<file path="src/rtl/spatz_offload_sequencer.sv">
// Offload sequencer for Spatz: in-order instruction queue with head classification
// into VFU / VLSU / CSR issue paths, CSR drain serialisation and illegal-op reject.
//
// state | meaning
// ------+-------------------------------------------------------------
// RUN   | head issues to VFU/VLSU, illegal heads are rejected
// DRAIN | CSR at head; waiting for outstanding==0, then issue to CSR
module spatz_offload_sequencer #(
    parameter int unsigned QueueDepth     = 4,
    parameter int unsigned MaxOutstanding = 8,
    parameter int unsigned IdWidth        = 5
) (
    input  logic                                  clk_i,
    input  logic                                  rst_i,
    input  logic                                  req_valid_i,
    output logic                                  req_ready_o,
    input  logic [31:0]                           req_instr_i,
    input  logic [IdWidth-1:0]                    req_id_i,
    output logic                                  vfu_valid_o,
    input  logic                                  vfu_ready_i,
    output logic                                  vlsu_valid_o,
    input  logic                                  vlsu_ready_i,
    output logic                                  csr_valid_o,
    input  logic                                  csr_ready_i,
    output logic [31:0]                           issue_instr_o,
    output logic [IdWidth-1:0]                    issue_id_o,
    input  logic                                  retire_vfu_i,
    input  logic                                  retire_vlsu_i,
    output logic                                  rej_valid_o,
    output logic [IdWidth-1:0]                    rej_id_o,
    output logic [$clog2(MaxOutstanding+1)-1:0]   outstanding_o,
    output logic                                  busy_o
);

    localparam int unsigned PtrW = (QueueDepth > 1) ? $clog2(QueueDepth) : 1;
    localparam int unsigned CntW = $clog2(QueueDepth + 1);
    localparam int unsigned OutW = $clog2(MaxOutstanding + 1);

    localparam logic [6:0] OpVec     = 7'b1010111;
    localparam logic [6:0] OpLoadFp  = 7'b0000111;
    localparam logic [6:0] OpStoreFp = 7'b0100111;
    localparam logic [6:0] OpSystem  = 7'b1110011;

    typedef enum logic [1:0] {ClsVfu, ClsVlsu, ClsCsr, ClsIllegal} cls_e;
    typedef enum logic {StRun, StDrain} state_e;

    logic [31:0]        instr_q [QueueDepth];
    logic [31:0]        instr_d [QueueDepth];
    logic [IdWidth-1:0] id_q    [QueueDepth];
    logic [IdWidth-1:0] id_d    [QueueDepth];
    logic [PtrW-1:0]    rptr_q, rptr_d, wptr_q, wptr_d;
    logic [CntW-1:0]    cnt_q, cnt_d;
    logic [OutW-1:0]    out_q, out_d;
    state_e             state_q, state_d;

    logic               empty, full, push, pop, below_limit, issue_hs;
    logic               vfu_v, vlsu_v, csr_v, rej_v;
    logic [31:0]        head_instr;
    logic [IdWidth-1:0] head_id;
    cls_e               cls;
    logic [OutW:0]      out_sum, out_dec;

    assign empty       = (cnt_q == '0);
    assign full        = (cnt_q == CntW'(QueueDepth));
    assign head_instr  = instr_q[rptr_q];
    assign head_id     = id_q[rptr_q];
    assign below_limit = (out_q < OutW'(MaxOutstanding));

    // Ready only depends on fullness; a pop in the same cycle does not free a slot early.
    assign req_ready_o = !full && !rst_i;
    assign push        = req_valid_i && req_ready_o;

    // Decode the major opcode of the head entry.
    always_comb begin
        cls = ClsIllegal;
        case (head_instr[6:0])
            OpVec:               cls = ClsVfu;
            OpLoadFp, OpStoreFp: cls = ClsVlsu;
            OpSystem:            cls = ClsCsr;
            default:             cls = ClsIllegal;
        endcase
    end

    // Issue / reject decisions and FSM next state; valids depend only on registered state.
    always_comb begin
        state_d = state_q;
        pop     = 1'b0;
        vfu_v   = 1'b0;
        vlsu_v  = 1'b0;
        csr_v   = 1'b0;
        rej_v   = 1'b0;
        if (!empty) begin
            case (state_q)
                StRun: begin
                    case (cls)
                        ClsVfu: begin
                            vfu_v = below_limit;
                            pop   = vfu_v && vfu_ready_i;
                        end
                        ClsVlsu: begin
                            vlsu_v = below_limit;
                            pop    = vlsu_v && vlsu_ready_i;
                        end
                        ClsCsr:  state_d = StDrain;
                        default: begin
                            rej_v = 1'b1;
                            pop   = 1'b1;
                        end
                    endcase
                end
                StDrain: begin
                    csr_v = (out_q == '0);
                    if (csr_v && csr_ready_i) begin
                        pop     = 1'b1;
                        state_d = StRun;
                    end
                end
                default: state_d = StRun;
            endcase
        end
    end

    assign issue_hs = (vfu_v && vfu_ready_i) || (vlsu_v && vlsu_ready_i);

    // Queue storage and pointer bookkeeping; power-of-two depth lets pointers wrap naturally.
    always_comb begin
        instr_d = instr_q;
        id_d    = id_q;
        wptr_d  = wptr_q;
        rptr_d  = rptr_q;
        if (push) begin
            instr_d[wptr_q] = req_instr_i;
            id_d[wptr_q]    = req_id_i;
            wptr_d          = wptr_q + PtrW'(1);
        end
        if (pop) begin
            rptr_d = rptr_q + PtrW'(1);
        end
        cnt_d = cnt_q + CntW'(push) - CntW'(pop);
    end

    // Outstanding counter: issue and retires net out; underflow clamps at zero.
    always_comb begin
        out_sum = {1'b0, out_q} + (OutW+1)'(issue_hs);
        out_dec = (OutW+1)'(retire_vfu_i) + (OutW+1)'(retire_vlsu_i);
        out_d   = (out_sum < out_dec) ? '0 : OutW'(out_sum - out_dec);
    end

    // Control state with synchronous reset.
    always_ff @(posedge clk_i) begin
        if (rst_i) begin
            rptr_q  <= '0;
            wptr_q  <= '0;
            cnt_q   <= '0;
            out_q   <= '0;
            state_q <= StRun;
        end else begin
            rptr_q  <= rptr_d;
            wptr_q  <= wptr_d;
            cnt_q   <= cnt_d;
            out_q   <= out_d;
            state_q <= state_d;
        end
    end

    // Payload storage needs no reset; the empty flag masks stale entries.
    always_ff @(posedge clk_i) begin
        instr_q <= instr_d;
        id_q    <= id_d;
    end

    // A retire with nothing outstanding is a downstream protocol violation.
    always_ff @(posedge clk_i) begin
        if (!rst_i) begin
            assert (out_sum >= out_dec);
        end
    end

    assign vfu_valid_o   = vfu_v && !rst_i;
    assign vlsu_valid_o  = vlsu_v && !rst_i;
    assign csr_valid_o   = csr_v && !rst_i;
    assign rej_valid_o   = rej_v && !rst_i;
    assign rej_id_o      = rej_valid_o ? head_id : '0;
    assign issue_instr_o = (rst_i || empty) ? '0 : head_instr;
    assign issue_id_o    = (rst_i || empty) ? '0 : head_id;
    assign outstanding_o = rst_i ? '0 : out_q;
    assign busy_o        = !rst_i && (!empty || (out_q != '0));

endmodule

</file>
<file path="config.mk">
export PLATFORM = sky130hd
export DESIGN_NAME = spatz_offload_sequencer
export DESIGN_NICKNAME = d
export VERILOG_FILES = /design/src/rtl/spatz_offload_sequencer.sv
export SDC_FILE = /design/constraint.sdc
export NUM_CORES = 1
export LEC_CHECK = 0
export ABC_AREA = 1
export BUFFER_PORTS_ARGS = -buffer_cell sky130_fd_sc_hd__clkbuf_2
export CORE_MARGIN = 10
export CORE_UTILIZATION = 30
export CTS_BUF_LIST = sky130_fd_sc_hd__clkbuf_4 sky130_fd_sc_hd__clkbuf_8
export CTS_CLUSTER_DIAMETER = 60
export DETAILED_ROUTE_END_ITERATION = 10
export GPL_TIMING_DRIVEN = 0
export HOLD_SLACK_MARGIN = 0.05
export MAX_ROUTING_LAYER = met4
export SLEW_MARGIN = 0
export SYNTH_ARGS = -nofsm -noshare
export SYNTH_HDL_FRONTEND = slang
export SYNTH_SLANG_ARGS = --single-unit
</file>
<file path="constraint.sdc">
create_clock -name clk_i -period 3.1 [get_ports clk_i]
set_clock_uncertainty 0.1 [all_clocks]
set_input_delay 0 -clock clk_i [delete_from_list [all_inputs] [get_ports clk_i]]
set_output_delay 0 -clock clk_i [all_outputs]
set_load 0.01 [all_outputs]
</file>
Word level (Yosys, flattened, before mapping):

Cells that the tools add are included.

* RAM bits: 0
* input port bits: 45
* register bits after elaboration: 160
* output and inout port bits: 52
* bits in latches: 0
* memory bits (read-only): 0
* memories kept: 0

* reductions and logical operators: 26
* bitwise operators: 3
* magnitude comparators: 5
* shifts and indexed selects: 0
* eq/ne operators: 7
* add/sub/neg operators: 7
* divide/modulo/power cells: 0
* multiplexer cells: 35
* multiply operators: 0

Operators with widths (count)
* 128-bit bitwise mux: 1
* 32-bit 2-to-1 mux: 4
* 32-bit binary-select mux with 2-bit select: 1
* 32-bit demux with 2-bit select: 1
* 5-bit 2-to-1 mux: 5
* 20-bit bitwise mux: 1
* 1-bit 2-to-1 mux: 15
* 7-bit equality test (second input constant): 2
* 1-bit logical AND: 13
* 5-bit binary-select mux with 2-bit select: 1
* 5-bit demux with 2-bit select: 1
* 7-bit by 3-bit equality test with 1-bit output (second input constant): 1
* 7-bit by 6-bit equality test with 1-bit output (second input constant): 1
* 3-bit greater-or-equal comparator (second input constant): 2
* 2-bit inverter with 3-bit output: 2
* 2-bit one-hot mux with 3 select lines: 1
* 4-bit by 1-bit adder with 5-bit output: 1
* 5-bit by 2-bit less-than comparator with 1-bit output: 1
* 2-bit by 1-bit adder with 2-bit output (second input constant): 2
* 4-bit logical NOT: 1
* 4-bit less-than comparator (second input constant): 1
* 4-bit 2-to-1 mux: 1
* 1-bit one-hot mux with 2 select lines: 2
* 4-bit nonzero test: 1
* 16 further kinds: 21

Depth between registers and ports, before layout:

Gate-level depths: netlist of the first run.

* depth in word-level cells: 16
* mapped depth: 24

Worst setup path before layout of the first run:

Ideal clock, no wire load.

* kind: register to register
* start: register cnt_q[1]
* end: register id_q[0] (netlist name), enable pin
* setup time: 431 ps
* stages on the path, launching flop included: 5
* data required time: 2569 ps
* setup slack: 44 ps
* data arrival time: 2525 ps
* cells stage by stage: dfxtp_1 nor2_1 a21oi_1 nand2_1 nor2_1

* cells in the longest elaborated chain, start to end: 4

Ends and longest elaborated chain
* start, declared: line 52 `logic [CntW-1:0] cnt_q, cnt_d;`
* start signal, assigned: line 160 `cnt_q <= cnt_d;`
* 3-bit equality test: line 64 `assign full = (cnt_q == CntW'(QueueDepth));`
* 1-bit logical NOT: line 70 `assign req_ready_o = !full && !rst_i;`
* 1-bit logical AND: line 70
* via req_ready_o: line 16 `output logic req_ready_o,`
* 1-bit logical AND: line 71 `assign push = req_valid_i && req_ready_o;`
* end signal, assigned: line 169 `id_q <= id_d;`
* end, declared: line 49 `logic [IdWidth-1:0] id_q [QueueDepth];`

The timed path passes the listed nets, and every way through them passes these cells.
A chain may end at the register's enable or synchronous reset.

Worst setup path after layout of the first run:

* start: register rptr_q[0]
* end: register out_q[3]

* cells in the longest elaborated chain, start to end: 16
* elaborated cells between the ends (all ways): 25
* those cells by class: add/sub (2); order compare (1); eq/ne (5); mux (10); bitwise (1); reduce/logical (6)

Ends and longest elaborated chain
* start, declared: line 51 `logic [PtrW-1:0] rptr_q, rptr_d, wptr_q, wptr_d;`
* start signal, assigned: line 158 `rptr_q <= rptr_d;`
* 2-bit inverter with 3-bit output (not written as such) (*): line 65 `assign head_instr = instr_q[rptr_q];`
* 32-bit binary-select mux with 2-bit select (*): line 65
* 32-bit 2-to-1 mux (not written as such) (*) (2 in series): line 65
* 7-bit by 3-bit equality test with 1-bit output / 7-bit by 6-bit equality test with 1-bit output (equally long branches): line 76 `case (head_instr[6:0])`
* 2-bit OR reduction: line 76
* 2-bit one-hot mux with 3 select lines (*): line 76
* 2-bit by 1-bit equality test with 1-bit output / 2-bit logical NOT (equally long branches): line 95 `case (cls)`
* 1-bit 2-to-1 mux: line 95
* 1-bit 2-to-1 mux: line 93 `case (state_q)`
* 1-bit 2-to-1 mux: line 92 `if (!empty) begin`
* 1-bit logical AND: line 123 `assign issue_hs = (vfu_v && vfu_ready_i) || (vlsu_v && vlsu_ready_i);`
* 1-bit logical OR (*): line 123
* 4-bit by 1-bit adder with 5-bit output (*): line 144 `out_sum = {1'b0, out_q} + (OutW+1)'(issue_hs);`
* 5-bit by 2-bit less-than comparator with 1-bit output: line 146 `out_d = (out_sum < out_dec) ? '0 : OutW'(out_sum - out_dec);`
* 2-bit OR reduction (no source line)
* end signal, assigned: line 161 `out_q <= out_d;`
* end, declared: line 53 `logic [OutW-1:0] out_q, out_d;`

Every way passes the cells marked *; elsewhere a longest branch is shown, timed or not. The select of a mux whose other input is x is not followed.

==> results.ini, run 1 <==
[outcome]
outcome = finished clean

[drt]
drtIter0Drc = 206
vias_per_cell = 4.49
first_pass_iters = 5
postRouteAntennaNets = 0
drc_errors = 0
wirelength_mm = 17.8
routedWlPerCell_um = 16.3
via_count = 4889

[synthesis]
synthXorXnorAreaFrac_pct = 0.758
syn_avg_cell_area_um2 = 11.2
synth_compound_area_share_pct = 7.69
synthTopCellsByCount = edfxtp_1 (148), nor2_1 (137), nand2_1 (73)
ys_types = 32
syn_inst = 617
synth_warnings = 0
synth_flop_cell = edfxtp_1
synthAdderAreaFrac_pct = 2.56
async_flop_share_pct = 0
synthMuxAreaShare_pct = 0
synth_top_area_share_pct = 64.1
ys_ff_latch = 160
yosys.area_share.simple_pct = 16.9
yosysTopAreaCell = edfxtp_1
synth-edff-count = 148
synth_area_leaders = edfxtp_1 (64%), nor2_1 (7.4%), o21ai_0 (4.0%)
yosysMostFrequentCell = edfxtp_1
syn_area_mm2 = 0.00693
syn-num-nets = 675
synth_top_family_by_area = simple AND/OR/NAND/NOR gates
ys_seq_area_share_pct = 67.6

[critical_path]
critPathMaxFanout = 8
critPathCaptureType = flip-flop
critPathRequiredTime_ns = 3.39
critPathLaunchType = flip-flop
crit_arrival_ns = 3.29
path_class = flip-flop to flip-flop
reg2reg_from = rptr_q[0]$_SDFFE_PP0P_
critPathLaunch = rptr_q[0]$_SDFFE_PP0P_

[placed_design]
hpwl_mm = 12.4
io_buffers = 96
dp_cells = 1002
routabilityCongestion = 0.771
dp_worst_setup_slack_ns = -0.267

[grt]
grt_max_degree = 21
grt_first_pass_wirelength_mm = 27.2
grt_usage_pct = 12.6
globalRoute.totalOverflow = 0
grt_pass1_vias = 4844
antenna_found_initial = 1

[finish]
seqCellArea_mm2 = 0.00469
num-fill-cells = 2200
synthToLayoutAreaGrowth_pct = 29.1
stdcell_count = 1090
nNetsFinal = 851
drive_gt1_share_pct = 26.2
multiInputGateArea_mm2 = 0.00209

[sta]
rsz0062_at_grt = true
tns_ns = 0
period_share_pct = 96.8
finalSetupViolations = 0
slew_viol_final = 0
holdWs_ns = 0.101
fmax_mhz = 333
finalHoldViolCount = 0
setup_ws_ns = 0.0993
relSlewSlack_pct = 49.4
worst_pin_slew_ns = 0.757
layout_min_cycle_time_ns = 3.00

[floorplanning]
die_y_um = 172
core-area_mm2 = 0.0227
die_width_um = 172
die_area_mm2 = 0.0296
start_util_pct = 30.5
rows = 55
num_io_pins = 97

[min_path]
min_path_type = primary input to flip-flop
worstHoldStart = req_valid_i

[cts]
htree_num_levels = 4
numCtsBuffers = 17
cts_tree = done
clkSinkCount = 160
cts_buffer_depth = 2
clkLatencyLatePin_ns = 0.44
root_buffer = clkbuf_8
clk_transition_reported_paths_ns = 0.08

[run]
maxCapViolCount = 0

[power_and_ir_drop]
p_per_area_mw_per_mm2 = 788
leakage_nw = 3.43
ir_worst_vdd_mv = 0.457

## through the flow
step	instance area, um^2	util (%)	power [W]
2_1_floorplan	6930	-	0.00445
3_3_place_gp	7770	34.2	0.00538
3_5_place_dp	7890	34.7	0.00543
4_1_cts	8740	38.5	0.00692
5_1_grt	8950	39.4	0.00761
6_report	8950	39.4	0.00705
## layout by cell type (no fill, tap or decap), types with 5 or more instances in the layout
master / n
edfxtp_1: 148
nor2_1: 131
clkbuf_2: 98
nand2_1: 67
o21ai_0: 53
dlygate4sd3_1: 45
a21oi_1: 35
inv_1: 34
nand2_2: 24
nand3_1: 19
clkbuf_8: 17
clkbuf_1: 13
buf_4: 11
dfxtp_1: 10
nor2_4: 8
ha_1: 8
nand3_2: 7
buf_1: 6
a32o_1: 5
## routing by layer
metal	GRT usage, %	vias up	routed length [um]
met5	-	-	0
met4	2.40	0	136
met3	3.51	9	988
met2	20.3	116	8820
met1	15.5	2301	7820
li1	-	2463	-
## what timing repair did
action | CTS | global route
gates resized for setup | 9 | 29
pin swaps | 3 | 14
buffers inserted | 2 | 8
endpoints found under the setup margin | 5 | 6
hold buffers | 46 | 0
hold endpoints to repair | 160 | 0
cloned | 0 | 1
## sequential cells by signal, summed over array words and instances, names as in the netlist
signal / flops
state_q: 1
rptr_q: 2
out_q: 4
cnt_q: 3
instr_q: 128
id_q: 20
wptr_q: 2
## logic make-up after synthesis
family,Yosys count
buf+inv,69
compound gates,99
xor+xnor,6
flops,160
simple gates,270
fa+ha+maj,13
## area by class of cell
type                       count  share of cell area, %
sequential                   160                   52.4
multi-input combinational    388                   23.4
timing repair buffer         157                   12.6
tap                          285                   3.98
clock buffer                  17                   2.61
buffer                        31                   2.01
inverter                      38                   1.68
clock inverter                13                   1.29
antenna                        1                 0.0280
## power by group
group	internal (W)	leakage (nW)	switching, W
logic	0.00114	1.82	0.00195
registers	0.00251	1.44	0.0000800
clock network	0.000625	0.163	0.000741
total	0.00428	3.43	0.00277
## path summary, 6_finish.rpt
check                      endpoint  slack, ns  cells after the start
min          wptr_q[1]$_SDFFE_PP0P_       0.10                      3
max             out_q[3]$_SDFF_PP0_        0.1                     21
max reg2reg     out_q[3]$_SDFF_PP0_        0.1                     21
min reg2reg  wptr_q[1]$_SDFFE_PP0P_       0.43                      2
## worst max-delay path, cell delays in order (launching register included)
cell and delay [ns]:
dfxtp_2 0.33, buf_6 0.13, inv_8 0.06, clkbuf_16 0.16, nand2_4 0.06, nand2_2 0.05, nand2_2 0.07, nand2_4 0.08
nor3_4 0.21, nand2_1 0.09, nand4_1 0.10, inv_1 0.07, nand4_1 0.08, o21ai_2 0.06, ha_2 0.21, ha_4 0.28
ha_4 0.20, a211oi_4 0.25, buf_4 0.15, xnor2_1 0.10, nand2_1 0.07, inv_1 0.05
Power figures use the tool's default switching activity.
==> run 2: changes to the inputs <==
Settings changed: CORE_UTILIZATION 30 to 45, PLACE_DENSITY set to 0.68.
==> results.ini, run 2 (same netlist as run 1, synthesis figures left out) <==
[sta]
finalHoldViolCount = 0  ; unchanged
fmax_mhz = 332  ; -0.26%
worst_pin_slew_ns = 0.724  ; -0.0329 ns
finalSetupViolations = 0  ; unchanged
relSlewSlack_pct = 51.7  ; +2.3 points
holdWs_ns = 0.169  ; +0.0677 ns
layout_min_cycle_time_ns = 3.01  ; +0.00792 ns
period_share_pct = 97.1  ; +0.26 points
rsz0062_at_grt = true
slew_viol_final = 0  ; unchanged

[drt]
routedWlPerCell_um = 17.7  ; +8.6%
postRouteAntennaNets = 0  ; unchanged
vias_per_cell = 5.19  ; +16%
first_pass_iters = 5  ; unchanged
drc_errors = 0  ; unchanged
drtIter0Drc = 342  ; +66%
via_count = 5140  ; +5.1%
wirelength_mm = 17.5  ; -1.2%

[critical_path]
critPathLaunchType = flip-flop
path_class = flip-flop to flip-flop
crit_buf_inv = 7  ; +1
crit_family = adder cells
critPathRequiredTime_ns = 3.32  ; -0.07 ns
critPathLaunch = rptr_q[0]$_SDFFE_PP0P_
endpoint = cnt_q[2]$_SDFF_PP0_
crit_chain = buf_6 > inv_8 > buf_12 > nand2_1 > nand3_1 > nand2_1 > nand2_2 > buf_4 > nor2_4 > nand2_2 > a21oi_2 > nand2_2 > nand2_4 > inv_1 > ha_1 > inv_1 > ha_2 > inv_1 > fa_2 > xor2_2 > o21ai_1 > a21oi_1
max_stage_delay_ns = 0.35  ; +0.02 ns
reg2reg_to = cnt_q[2]$_SDFF_PP0_
cp.depth = 22  ; +4.8%
slowest_stage = fa_2
r2r_slack_ns = 0.09  ; about the same
ff2ff_path_depth = 22  ; +4.8%
critPathCaptureType = flip-flop
crit_arrival_ns = 3.23  ; -0.06 ns
critPathMaxFanout = 8  ; unchanged
reg2reg_from = rptr_q[0]$_SDFFE_PP0P_

[cts]
clkLatencyLatePin_ns = 0.43  ; about the same
numCtsBuffers = 17  ; unchanged
cts_buffer_depth = 2  ; unchanged
clk_transition_reported_paths_ns = 0.08  ; about the same
htree_num_levels = 4  ; unchanged
clkSinkCount = 160  ; unchanged
cts_tree = done
root_buffer = clkbuf_8

[placed_design]
routabilityCongestion = 0.824  ; +6.8%
dp_cells = 905  ; -9.7%
hpwl_mm = 11.5  ; -6.9%
io_buffers = 96  ; unchanged

[finish]
n_antenna_cell = 0  ; -1
nNetsFinal = 849  ; -0.24%
final_common_cell = edfxtp_1
stdcell_count = 991  ; -9.1%
reg_top3 = instr_q (128), id_q (20), out_q (4)
regMostFlops = instr_q
drive_gt1_share_pct = 26.7  ; +0.41 points
most-common-layout-cells = edfxtp_1 (148), nor2_1 (131), clkbuf_2 (97)
largest_reg_flops = 128  ; unchanged
synthToLayoutAreaGrowth_pct = 28.1

[grt]
globalRoute.totalOverflow = 0  ; unchanged
grt_usage_pct = 17.5  ; +5.0 points
grt_max_degree = 29  ; +38%
grt_first_pass_wirelength_mm = 27.1  ; -0.61%
grt_pass1_vias = 5274  ; +8.9%
antenna_found_initial = 0  ; -1

[run]
maxCapViolCount = 0  ; unchanged

[floorplanning]
rows = 45  ; -18%
num_io_pins = 97  ; unchanged
core-area_mm2 = 0.0151  ; -33%
die_area_mm2 = 0.0208  ; -30%
die_width_um = 144  ; -16%
start_util_pct = 45.8  ; +15 points
die_y_um = 144  ; -16%

[power_and_ir_drop]
p_per_area_mw_per_mm2 = 838  ; +6.3%
ir_worst_vdd_mv = 0.478  ; +4.5%
leakage_nw = 3.47  ; +1.1%

[outcome]
outcome = finished clean

[min_path]
min_path_type = primary input to flip-flop

-- run 2: layout make-up --
class,count,area [um^2]
inverters,38,150
plain buffers,31,180
multi-input cells,388,2060
repair buffers,155,1100
well taps,188,235
clock buffers,20,256
flip-flops and latches,160,4690
clock inverters,11,213
fillers,1186,6260
-- run 2: what timing repair did --
action,in CTS,in global routing
setup endpoints to repair,5,6
gates resized for setup,10,25
pin swaps,3,10
endpoints found under the hold margin,160,0
buffers inserted,2,7
cloned,0,1
hold buffers,46,0
-- run 2: stage by stage --
step	power [W]	cell area, um^2	util (%)	setup slack, ns	setup TNS, ns
finish	0.00744	8880	58.6	0.0914	0
floorplan	0.00445	6930	-	0.0436	0
CTS	0.00727	8730	57.7	0.00463	0
detailed placement	0.00535	7760	51.2	-0.409	-1.67
global placement	0.00526	7650	50.5	-1.28	-184.26
global route	0.00789	8880	58.6	-0.0796	-0.373
-- run 2: power by group --
group          total [W]  switching [W]  leakage [nW]  internal, W
logic            0.00305        0.00192          1.79      0.00112
registers        0.00260      0.0000889          1.44      0.00251
clock network    0.00179       0.000729         0.231      0.00106
-- run 2: worst min path at each step --
stage          slack (ns)                     end            start  cells after the start
3_5_place_dp         0.12   instr_q[93]$_DFFE_PP_  req_instr_i[29]                      1
6_report             0.17  wptr_q[1]$_SDFFE_PP0P_      req_valid_i                      3
4_1_cts              0.05  rptr_q[1]$_SDFFE_PP0P_     vlsu_ready_i                      8
2_1_floorplan       -0.05             req_ready_o            rst_i                      1
5_1_grt              0.15  wptr_q[1]$_SDFFE_PP0P_      req_valid_i                      3
3_3_place_gp         0.11       id_q[4]$_DFFE_PP_      req_id_i[4]                      1
-- run 2: routing by layer --
layer  vias to the layer above  GRT usage, %  share of wire [%]
met2                       178          29.2                 51
li1                       2463             -                  -
met4                         0          5.75                1.2
met3                        22          3.97                6.3
met5                         -             -                  0
met1                      2477          20.7                 42
-- run 2: tightest hold or removal path: stages --
cell and delay, ns:
clkbuf_2 0.09, nand2_1 0.42, a21oi_1 0.15
==> run 3: changes to the inputs <==
Settings changed: PLACE_DENSITY 0.68 to 0.65.
Clock period 3.1 ns to 3.7 ns, I/O delays scaled along.
==> results.ini, run 3 (same netlist as run 1, synthesis figures left out) <==
[outcome]
outcome = finished clean

[finish]
multiInputGateArea_mm2 = 0.00197  ; -4.3%
stdcell_count = 982  ; -0.91%
reg_top3 = instr_q (128), id_q (20), out_q (4)
num-fill-cells = 1241  ; +4.6%
regMostFlops = instr_q
nNetsFinal = 840  ; -1.1%
synthToLayoutAreaGrowth_pct = 23.7
largest_reg_flops = 128  ; unchanged
seqCellArea_mm2 = 0.00468  ; about the same
most-common-layout-cells = edfxtp_1 (148), nor2_1 (133), clkbuf_2 (97)
final_common_cell = edfxtp_1
drive_gt1_share_pct = 22.5  ; -4.1 points
n_antenna_cell = 0  ; unchanged

[power_and_ir_drop]
ir_worst_vdd_mv = 0.328  ; -31%
power_w = 0.00561  ; -25%
p_per_area_mw_per_mm2 = 654  ; -22%
leakage_nw = 3.35  ; -3.2%

[critical_path]
path_class = flip-flop to flip-flop
critPathCaptureType = flip-flop
critPathLaunchType = flip-flop
cpMostUsedCell = nand2_1
slowest_stage = dfxtp_1
crit_chain = buf_6 > inv_8 > buf_4 > nand2_1 > nand3_1 > nand2_2 > nor3_2 > nand2_1 > nand4_1 > inv_1 > nand3_1 > o21ai_0 > ha_1 > ha_1 > ha_1 > a211oi_2 > nand2_1 > nand2_1 > nand2_1 > inv_1 > nor2_1
max_stage_delay_ns = 0.31  ; -0.04 ns
critPathMaxFanout = 10  ; +2
critPathRequiredTime_ns = 3.94  ; +0.62 ns
crit_arrival_ns = 3.58  ; +0.35 ns

[sta]
tns_ns = 0  ; unchanged
worst_pin_slew_ns = 0.900  ; +0.176 ns
fmax_mhz = 300  ; -9.9%
period_share_pct = 90.2  ; -6.8 points
rsz0062_at_grt = false
finalSetupViolations = 0  ; unchanged
finalHoldViolCount = 0  ; unchanged
relSlewSlack_pct = 39.8  ; -12 points
layout_min_cycle_time_ns = 3.34  ; +0.330 ns
slew_viol_final = 0  ; unchanged

[cts]
clkLatencyLatePin_ns = 0.45  ; +0.02 ns
post_cts_buffers = 0  ; -2
numCtsBuffers = 17  ; unchanged
clkSinkCount = 160  ; unchanged
htree_num_levels = 4  ; unchanged
cts_tree = done
clk_transition_reported_paths_ns = 0.08  ; about the same
cts_buffer_depth = 2  ; unchanged
root_buffer = clkbuf_8

[grt]
grt_usage_pct = 17.2  ; -0.34 points
globalRoute.totalOverflow = 0  ; unchanged
grt_first_pass_wirelength_mm = 26.3  ; -2.7%
grt_pass1_vias = 5111  ; -3.1%
grt_max_degree = 28  ; -3.4%
antenna_found_initial = 0  ; unchanged

[drt]
drc_errors = 0  ; unchanged
via_count = 4997  ; -2.8%
postRouteAntennaNets = 0  ; unchanged
vias_per_cell = 5.09  ; -1.9%
first_pass_iters = 6  ; +1
wirelength_mm = 17.1  ; -2.5%
drtIter0Drc = 333  ; -2.6%
routedWlPerCell_um = 17.4  ; -1.6%

[floorplanning]
die_width_um = 144  ; unchanged
start_util_pct = 45.8  ; unchanged
core-area_mm2 = 0.0151  ; unchanged
num_io_pins = 97  ; unchanged
die_y_um = 144  ; unchanged
die_area_mm2 = 0.0208  ; unchanged
rows = 45  ; unchanged

[placed_design]
dp_cells = 905  ; unchanged
hpwl_mm = 11.5  ; about the same
io_buffers = 96  ; unchanged
routabilityCongestion = 0.847  ; +2.8%

[run]
maxCapViolCount = 0  ; unchanged

[min_path]
min_path_type = primary input to flip-flop

## run 3: cell types whose count changed in the layout (fill, tap and decap cells not counted), moves of 4 or more
cell | previous run | this run
bufinv_16 | 6 | 0
nand2_1 | 68 | 73
nand2_2 | 24 | 20
ha_1 | 7 | 11
buf_4 | 11 | 3
## run 3: stage by stage
step	setup WS, ns	utilization, %	hold slack (ns)	instance area (um^2)
after global routing	0.0660	56.6	0.126	8580
after floorplan	0.644	-	-0.0485	6930
after global placement	-0.720	50.5	0.111	7650
after CTS	0.201	56.6	0.0693	8570
final	0.362	56.6	0.115	8580
after detailed placement	0.230	51.4	0.120	7780
## run 3: final timing paths
path,cells past startpoint,startpoint,slack (ns),to
setup / recovery,21,rptr_q[0]$_SDFFE_PP0P_,0.36,out_q[2]$_SDFF_PP0_
hold reg to reg,2,wptr_q[1]$_SDFFE_PP0P_,0.45,wptr_q[1]$_SDFFE_PP0P_
hold / removal,3,req_valid_i,0.11,wptr_q[1]$_SDFFE_PP0P_
setup reg to reg,21,rptr_q[0]$_SDFFE_PP0P_,0.36,out_q[2]$_SDFF_PP0_
## run 3: where the power goes
group | switching (W) | internal (W) | leakage (nW)
clock network | 0.000609 | 0.000485 | 0.166
logic | 0.00154 | 0.000815 | 1.75
registers | 0.0000636 | 0.00210 | 1.44
## run 3: layout make-up
class / instances / share of cell area, %
plain buffers: 31 / 1.93
clock buffers: 21 / 3.08
repair buffers: 146 / 12.2
clock inverters: 10 / 0.773
well taps: 188 / 2.74
flip-flops and latches: 160 / 54.6
inverters: 38 / 1.75
multi-input cells: 388 / 23.0
## run 3: critical path, delay by kind of cell (launching register included)
kind            cells  cell delay (ns)
simple gates       11             1.04
fa+ha+maj           3             0.83
buf+inv             5             0.57
compound gates      2             0.38
flops               1             0.31
## run 3: timing repair
action                     in CTS  in global routing
setup endpoints to repair       0                  4
hold endpoints to repair      160                  0
resized for setup               0                  3
hold buffers                   46                  0
## run 3: routing by layer
metal,part of all wire [%],track usage [%],vias to the layer above
met2,49,27.4,159
met5,0,-,-
met1,43,20.5,2372
met4,1.8,6.39,0
li1,-,-,2437
met3,6.3,4.72,29
